[src/rtl/tm1638_pkg.sv]
// Shared segment encodings for TM1638 digit drivers: bit0=a .. bit6=g, bit7=dp.
package tm1638_pkg;

  typedef logic [7:0] seg_t;

  localparam int unsigned SEG_A  = 0;
  localparam int unsigned SEG_B  = 1;
  localparam int unsigned SEG_C  = 2;
  localparam int unsigned SEG_D  = 3;
  localparam int unsigned SEG_E  = 4;
  localparam int unsigned SEG_F_BIT = 5;
  localparam int unsigned SEG_G  = 6;
  localparam int unsigned SEG_DP = 7;

  localparam seg_t SEG_0 = 8'h3F;
  localparam seg_t SEG_1 = 8'h06;
  localparam seg_t SEG_2 = 8'h5B;
  localparam seg_t SEG_3 = 8'h4F;
  localparam seg_t SEG_4 = 8'h66;
  localparam seg_t SEG_5 = 8'h6D;
  localparam seg_t SEG_6 = 8'h7D;
  localparam seg_t SEG_7 = 8'h07;
  localparam seg_t SEG_8 = 8'h7F;
  localparam seg_t SEG_9 = 8'h6F;
  localparam seg_t SEG_A_HEX = 8'h77;
  localparam seg_t SEG_B_HEX = 8'h7C;
  localparam seg_t SEG_C_HEX = 8'h39;
  localparam seg_t SEG_D_HEX = 8'h5E;
  localparam seg_t SEG_E_HEX = 8'h79;
  localparam seg_t SEG_F     = 8'h71;

  localparam seg_t SEG_BLANK = 8'h00;

endpackage

[src/rtl/hex_to_seg7.sv]
// Combinational hex nibble to active-high 7-segment byte (dp always 0).
module hex_to_seg7
  import tm1638_pkg::*;
(
  input  logic [3:0] in,
  output seg_t       seg
);

  // Full 16-entry decode; default only exists as a safe fallback.
  always_comb begin
    seg = SEG_BLANK;
    case (in)
      4'h0:    seg = SEG_0;
      4'h1:    seg = SEG_1;
      4'h2:    seg = SEG_2;
      4'h3:    seg = SEG_3;
      4'h4:    seg = SEG_4;
      4'h5:    seg = SEG_5;
      4'h6:    seg = SEG_6;
      4'h7:    seg = SEG_7;
      4'h8:    seg = SEG_8;
      4'h9:    seg = SEG_9;
      4'hA:    seg = SEG_A_HEX;
      4'hB:    seg = SEG_B_HEX;
      4'hC:    seg = SEG_C_HEX;
      4'hD:    seg = SEG_D_HEX;
      4'hE:    seg = SEG_E_HEX;
      4'hF:    seg = SEG_F;
      default: seg = SEG_BLANK;
    endcase
  end

endmodule

[src/rtl/data_to_tm1638.sv]
// One TM1638 digit: hex decode, blanking, optional decimal point and polarity, registered.
// Define DATA_TO_TM1638_DP_EN to add the dp input driving out[7].
module data_to_tm1638
  import tm1638_pkg::*;
#(
  parameter bit ACTIVE_LOW = 1'b0
) (
  input  logic       clk,
  input  logic       rst,
  input  logic       blank,
`ifdef DATA_TO_TM1638_DP_EN
  input  logic       dp,
`endif
  input  logic [3:0] in,
  output logic [7:0] out
);

  localparam seg_t POL_MASK  = {8{ACTIVE_LOW}};
  localparam seg_t RESET_VAL = SEG_BLANK ^ POL_MASK;

  seg_t dec_s;
  seg_t seg_s;
  seg_t out_r;

  hex_to_seg7 u_dec (
    .in  (in),
    .seg (dec_s)
  );

  // Blank/dp muxing and polarity applied ahead of the register.
  always_comb begin
    seg_s = dec_s;
`ifdef DATA_TO_TM1638_DP_EN
    seg_s[SEG_DP] = dp;
`else
    seg_s[SEG_DP] = 1'b0;
`endif
    if (blank) begin
      seg_s = SEG_BLANK;
    end else begin
      seg_s = seg_s;
    end
    seg_s = seg_s ^ POL_MASK;
  end

  // Output register; reset wins so unknown inputs never reach it while rst=1.
  always_ff @(posedge clk) begin
    if (rst) begin
      out_r <= RESET_VAL;
    end else begin
      out_r <= seg_s;
    end
  end

  assign out = out_r;

endmodule

[config.mk]
export PLATFORM = sky130hd
export DESIGN_NAME = data_to_tm1638
export DESIGN_NICKNAME = d
export VERILOG_FILES = /design/src/rtl/tm1638_pkg.sv /design/src/rtl/hex_to_seg7.sv /design/src/rtl/data_to_tm1638.sv
export SDC_FILE = /design/constraint.sdc
export NUM_CORES = 1
export LEC_CHECK = 0
export ABC_AREA = 1
export CELL_PAD_IN_SITES_DETAIL_PLACEMENT = 1
export CELL_PAD_IN_SITES_GLOBAL_PLACEMENT = 1
export CORE_UTILIZATION = 35
export CTS_BUF_LIST = sky130_fd_sc_hd__clkbuf_8
export DETAILED_ROUTE_END_ITERATION = 10
export PLACE_DENSITY_LB_ADDON = 0.1
export REMOVE_ABC_BUFFERS = 1
export SYNTH_ARGS = -nofsm -noshare
export SYNTH_HDL_FRONTEND = slang
export SYNTH_HIERARCHICAL = 1
export SYNTH_SLANG_ARGS = --single-unit
[constraint.sdc]
create_clock -name clk -period 1.3 [get_ports clk]
set_input_delay 0.195 -clock clk [delete_from_list [all_inputs] [get_ports clk]]
set_output_delay 0.195 -clock clk [all_outputs]
set_load 0.01 [all_outputs]
---- After elaboration in Yosys (flattened, before gate mapping) ----
Memories as Yosys holds them, arrays and structs flattened. A register that Yosys moved wholly into a read port is not among the register bits.
Index checks and enable logic that the tools add are counted.
storage, ports and cells
  register bits after elaboration ......... 1
  bits in latches ......................... 0
  memory bits (writable) .................. 0
  memory bits (read-only) ................. 112
  output and inout bits ................... 8
  logic and storage cells ................. 3
  memories kept ........................... 1
memory list
  name             depth  bits a word  rd ports  clocked after memory_dff  write ports  RTL line           RTL
  (no name shown)  16     7            1         1                         0            hex_to_seg7.sv:12  case (in)
operators by class
  add/sub/neg operators ................... 0
  multiply operators ...................... 0
  div/mod/pow operators ................... 0
  magnitude comparators ................... 0
  equality and inequality tests ........... 0
  shifts and indexed selects .............. 0
  multiplexer cells ....................... 0
  bitwise logic cells ..................... 0
  reduce and logical (&&, ||, !) cells .... 1
operator list
  cell             number
  $reduce_or 2->1  1

---- Depth between registers and ports, before layout ----
Gate-level depths: netlist of run 1.
  depth in word-level cells ............... 1
  mapped depth ............................ 9
  gate-level depth less buffers ........... 9

---- Hierarchy ----
Netlist of run 1, hierarchy kept.
modules (own cells, without submodules)
  module          times used  cells an instance  area each (um^2)  sequential area each (um^2)
  hex_to_seg7     1           54                 281.5             0.0
  data_to_tm1638  1           26                 240.2             140.1

---- Worst setup path before layout of run 1 ----
OpenSTA, ideal clock, no wires.
  kind .................................... in2reg
  start point ............................. input port in[0]
  end point ............................... register out_r[3] (netlist: out[3])
  library setup time ...................... 0.113 ns
  data arrival time ....................... 0.844 ns
  required time ........................... 1.187 ns
  path slack .............................. 0.343 ns
  stages on the path ...................... 8
  cells stage by stage .................... inv_1 -> ha_1 -> nand2_1 -> o21ai_0 -> nand2_1 -> nand2_1 -> inv_1 -> nor2_2
RTL lines
  what             RTL line              RTL
  start, declared  data_to_tm1638.sv:14  input logic [3:0] in,
  end, declared    data_to_tm1638.sv:23  seg_t out_r;

---- Worst setup path in the final report of run 1 ----
  start point ............................. register out_r[4] (netlist: out[4])
  end point ............................... output port out[4]
RTL lines
  what           RTL line              RTL
  end, declared  data_to_tm1638.sv:15  output logic [7:0] out
No word-level cell between the ends.

==> summary.txt, run 1 <==
Status
  – Status: finished, final reports clean

Routing
  – Final WL: 1.126 mm
  – Drt wl/cell: 10.05 um
  – Routed Antenna Nets: 0
  – Vias: 499
  – Vias per cell: 4.455
  – Drt drc: 0
  – Drt pass-1 iters: 4
  – First-iteration detailed-routing DRC count: 4

Placed design
  – Area post-placement: 674.4 um^2
  – HPWL after DPL: 937.8 um
  – IO buf count: 13
  – Routability congestion estimate: 0.8170

Timing
  – Final Hold Viols: 0
  – Slew Viols, Final: 0
  – Setup TNS: 0 ps
  – Final Cycle Share: 96.58%
  – Unrepaired setup endpoints after global routing: false
  – Minimum clock period: 1256 ps
  – Max Clk Rate: 796.4 MHz
  – Final setup viols: 0

Run
  – Max-cap violations: 0

Yosys
  – YS warnings: 6
  – Post-Synthesis Cells: 78
  – Synthesized cell area: 510.5 um^2
  – Mean post-synth cell area: 6.545 um^2

GRT
  – Gr usage total: 17.43%
  – Initial antenna violation count: 0
  – First-pass GRT wire length: 1.835 mm
  – Gr ovfl total: 0
  – Vias in the first global route: 439
  – Pin count of the biggest net entering global routing: 9

Finish
  – Diodes inserted: 0
  – Fillers: 178
  – Layout cells sized above 1: 23.71%
  – Max reg flops: 7
  – Area growth syn-to-layout: 44.12%
  – Final instance area: 735.7 um^2
  – Final Core Density: 55.16%
  – Nets: 112

Critical path
  – CP arrival: 1060 ps
  – Critical path's top delay family: buffers and inverters
  – Critical path class: reg2out
  – Worst EP required: 1110 ps
  – CP Max Fanout: 1
  – CP Capture Type: output pin
  – Buf/Inv on CP: 1
  – CP cell instances: clkdlybuf4s50_1
  – Highest-delay cell along the critical path: clkdlybuf4s50_1
  – CP peak stage delay: 530 ps
  – Critical Path Start Type: register

Clock network
  – Num CTS Buffers: 3
  – H-tree depth: 1
  – CTS tree: yes
  – Root Buffer: clkbuf_8
  – Clk pin slew, worst setup/hold paths: 40 ps
  – CTS sink count: 7
  – Longest Clk Path Bufs: 2

Floorplan
  – Core area: 1334 um^2
  – Site row count: 13
  – Die width: 40.19 um
  – # IOs: 15
  – Die height: 40.19 um
  – Die ar.: 1615 um^2
  – Initial core utilization: 38.27%

Pwr
  – Max VDD drop: 0.3243 mV
  – Final Power: 0.6820 mW
  – Lkg Pwr: 0.4359 nW
  – P per Cell Area: 927.0 nW/um^2

Worst hold path
  – Worst hold path type: in2reg
==> power by group <==
| part | internal [mW] | leakage, nW | total [mW] | switching [mW] |
|---|---|---|---|---|
| registers | 0.228 | 0.0577 | 0.231 | 0.00297 |
| logic | 0.0749 | 0.351 | 0.160 | 0.0851 |
| clock network | 0.204 | 0.0269 | 0.292 | 0.0880 |
==> metal layers <==
metal | vias to the layer above | part of all wire (%) | GRT usage [%]
met5 | - | 0 | 0
met4 | 0 | 1.5 | 12.50
met3 | 2 | 3.6 | 1.667
met2 | 13 | 55 | 33.87
met1 | 226 | 39 | 16.67
li1 | 258 | - | -
==> path summary, 6_finish.rpt <==
path                     startpoint                 to  slack (ps)  cells past startpoint
setup / recovery  out[4]$_SDFF_PP0_             out[4]          40                      1
hold / removal                in[2]  out[5]$_SDFF_PP0_         570                      6
==> repair_timing <==
| item | in CTS | in global routing |
|---|---|---|
| hold endpoints to repair | 0 | 0 |
| gates resized for setup | 2 | 7 |
| hold buffers | 0 | 0 |
| setup buffers | 0 | 0 |
| endpoints found under the setup margin | 1 | 7 |
==> layout make-up <==
cell class	count	area (um^2)	share of cell area, %
timing repair buffer	17	171.4	23.30
sequential	7	140.1	19.05
clock buffer	3	41.29	5.612
multi-input combinational	52	296.5	40.31
clock inverter	1	3.754	0.5102
tap	15	18.77	2.551
inverter	17	63.81	8.673
==> placed cells by master, fill, tap and decap left out <==
cell type and instances:
dlymetal6s2s_1 3, ha_2 1, nand3_1 4, clkdlybuf4s50_1 10
inv_1 13, inv_2 5, clkbuf_8 3, o21ai_0 1
nor2_2 7, nand2_4 1, nand2_2 2, buf_4 3
nor2_1 1, ha_1 6, conb_1 1, o21ai_1 1
buf_6 1, nand2_1 27, dfxtp_1 7
==> per-stage QoR <==
step / cells / setup WS, ps / hold WS, ps
4_1_cts: 112 / 4.126 / 661.8
3_5_place_dp: 108 / -245.6 / 888.4
5_1_grt: 112 / 4.301 / 648.8
6_report: 112 / 44.40 / 570.1
3_3_place_gp: 108 / -214.8 / 877.5
2_1_floorplan: 76 / 343.1 / 399.9
Power figures use the tool's default switching activity.
==> inputs of run 2 (changes only) <==
Settings changed: CELL_PAD_IN_SITES_DETAIL_PLACEMENT 1 to 0, CTS_CLUSTER_SIZE set to 28.
==> summary.txt, run 2 (synthesis results as in run 1) <==
Worst hold path
  – Hold Crit Start: in[1]
  – Worst hold path type: in2reg

Finish
  – Area growth syn-to-layout: 44.12%
  – Max reg flops: 7
  – Most common cell after layout, fill and taps aside: nand2_1
  – Most frequent cells in the layout: 27 x nand2_1, 13 x inv_1, 10 x clkdlybuf4s50_1, 7 x nor2_2, 7 x dfxtp_1
  – Nets: 112
  – Layout cells sized above 1: 23.71%
  – Register area: 140.1 um^2
  – Multi-input logic area: 296.5 um^2
  – Diodes inserted: 0
  – Fillers: 137

Timing
  – Final setup viols: 0
  – Slew Viols, Final: 0
  – Max Clk Rate: 808.2 MHz
  – Final Cycle Share: 95.18%
  – Final Hold Viols: 0
  – Worst hold slack: 577.0 ps
  – Minimum clock period: 1237 ps
  – Unrepaired setup endpoints after global routing: false

Run
  – Max-cap violations: 0

Critical path
  – CP arrival: 1040 ps
  – Worst EP required: 1110 ps
  – Critical path class: reg2out
  – Worst Setup SP: out[3]$_SDFF_PP0_
  – CP Max Fanout: 1
  – CP cell instances: clkdlybuf4s50_1
  – CP peak stage delay: 520 ps
  – Highest-delay cell along the critical path: clkdlybuf4s50_1
  – CP Capture Type: output pin
  – Buf/Inv on CP: 1
  – Critical path's top delay family: buffers and inverters
  – Critical Path Start Type: register

Pwr
  – Cell internal pwr: 0.5056 mW
  – Part of the power in combinational logic: 23.3%
  – Final Power: 0.6738 mW
  – Seq pwr share: 34.2%
  – Share of total power in the clock network: 42.6%
  – P per Cell Area: 915.9 nW/um^2
  – Max VDD drop: 0.2899 mV
  – Lkg Pwr: 0.4429 nW
  – Switch share: 24.97%
  – Switch Pwr: 0.1682 mW

Routing
  – Drt wl/cell: 8.268 um
  – Drt pass-1 iters: 4
  – First-iteration detailed-routing DRC count: 6
  – Routed Antenna Nets: 0
  – Final WL: 926 um
  – Drt drc: 0
  – Vias per cell: 4.107
  – Vias: 460

Clock network
  – Clk pin slew, worst setup/hold paths: 40 ps
  – Longest Clk Path Bufs: 2
  – Root Buffer: clkbuf_8
  – CTS tree: yes
  – H-tree depth: 1
  – Num CTS Buffers: 3
  – CTS sink count: 7
  – Cts hold-fix bufs: 0

Floorplan
  – # IOs: 15
  – Die ar.: 1615 um^2
  – Site row count: 13
  – Die width: 40.19 um
  – Die height: 40.19 um
  – Core area: 1334 um^2
  – Initial core utilization: 38.27%

GRT
  – Grt met1 use: 14.71%
  – M3 GR Usage: 1.667%
  – Vias in the first global route: 399
  – Gr usage total: 15.03%
  – Pin count of the biggest net entering global routing: 9
  – Gr ovfl total: 0
  – First-pass GRT wire length: 1.566 mm
  – Grt met2 use: 27.82%
  – GR peak layer: met2
  – Initial antenna violation count: 0

Placed design
  – Routability congestion estimate: 0.8170
  – HPWL after DPL: 756.6 um
  – IO buf count: 13

Status
  – Status: finished, final reports clean
[run 2: metrics by stage]
stage	utilization, %	instances	instance area [um^2]	TNS [ps]	setup slack (ps)
after floorplan	-	76	495.5	0	343.1
after global placement	50.56	108	674.4	-1120	-214.8
after detailed placement	50.56	108	674.4	-1201	-227.5
after CTS	53.94	112	719.4	0	5.521
after global routing	55.16	112	735.7	0	4.336
final	55.16	112	735.7	0	62.67
[run 2: path summary, 6_finish.rpt]
path                       endpoint  slack (ps)  depth (start not counted)
setup / recovery             out[3]          60                          1
hold / removal    out[6]$_SDFF_PP0_         580                          8
[run 2: final cells by class]
class	count	area share [%]
multi-input cells	52	40.31
repair buffers	17	23.30
inverters	17	8.673
well taps	15	2.551
flip-flops and latches	7	19.05
clock inverters	1	0.5102
clock buffers	3	5.612
[run 2: power by group through the flow]
stage | Sequential [mW] | Combinational, mW | Clock [mW]
after floorplan | 0.240 | 0.0773 | 0
after global placement | 0.233 | 0.154 | 0
after detailed placement | 0.234 | 0.155 | 0
after CTS | 0.231 | 0.155 | 0.300
after global routing | 0.232 | 0.181 | 0.309
final | 0.230 | 0.157 | 0.287
[run 2: what timing repair did]
action	in CTS	in global routing
setup buffers	0	0
resized for setup	0	9
setup endpoints to repair	0	6
[run 2: per-layer routing]
metal	vias to the layer above	routed length, um	share of wire [%]
met5	-	0	0
met4	0	13	1.4
met3	2	50	5.4
met2	17	478	52
met1	183	383	41
li1	258	-	-
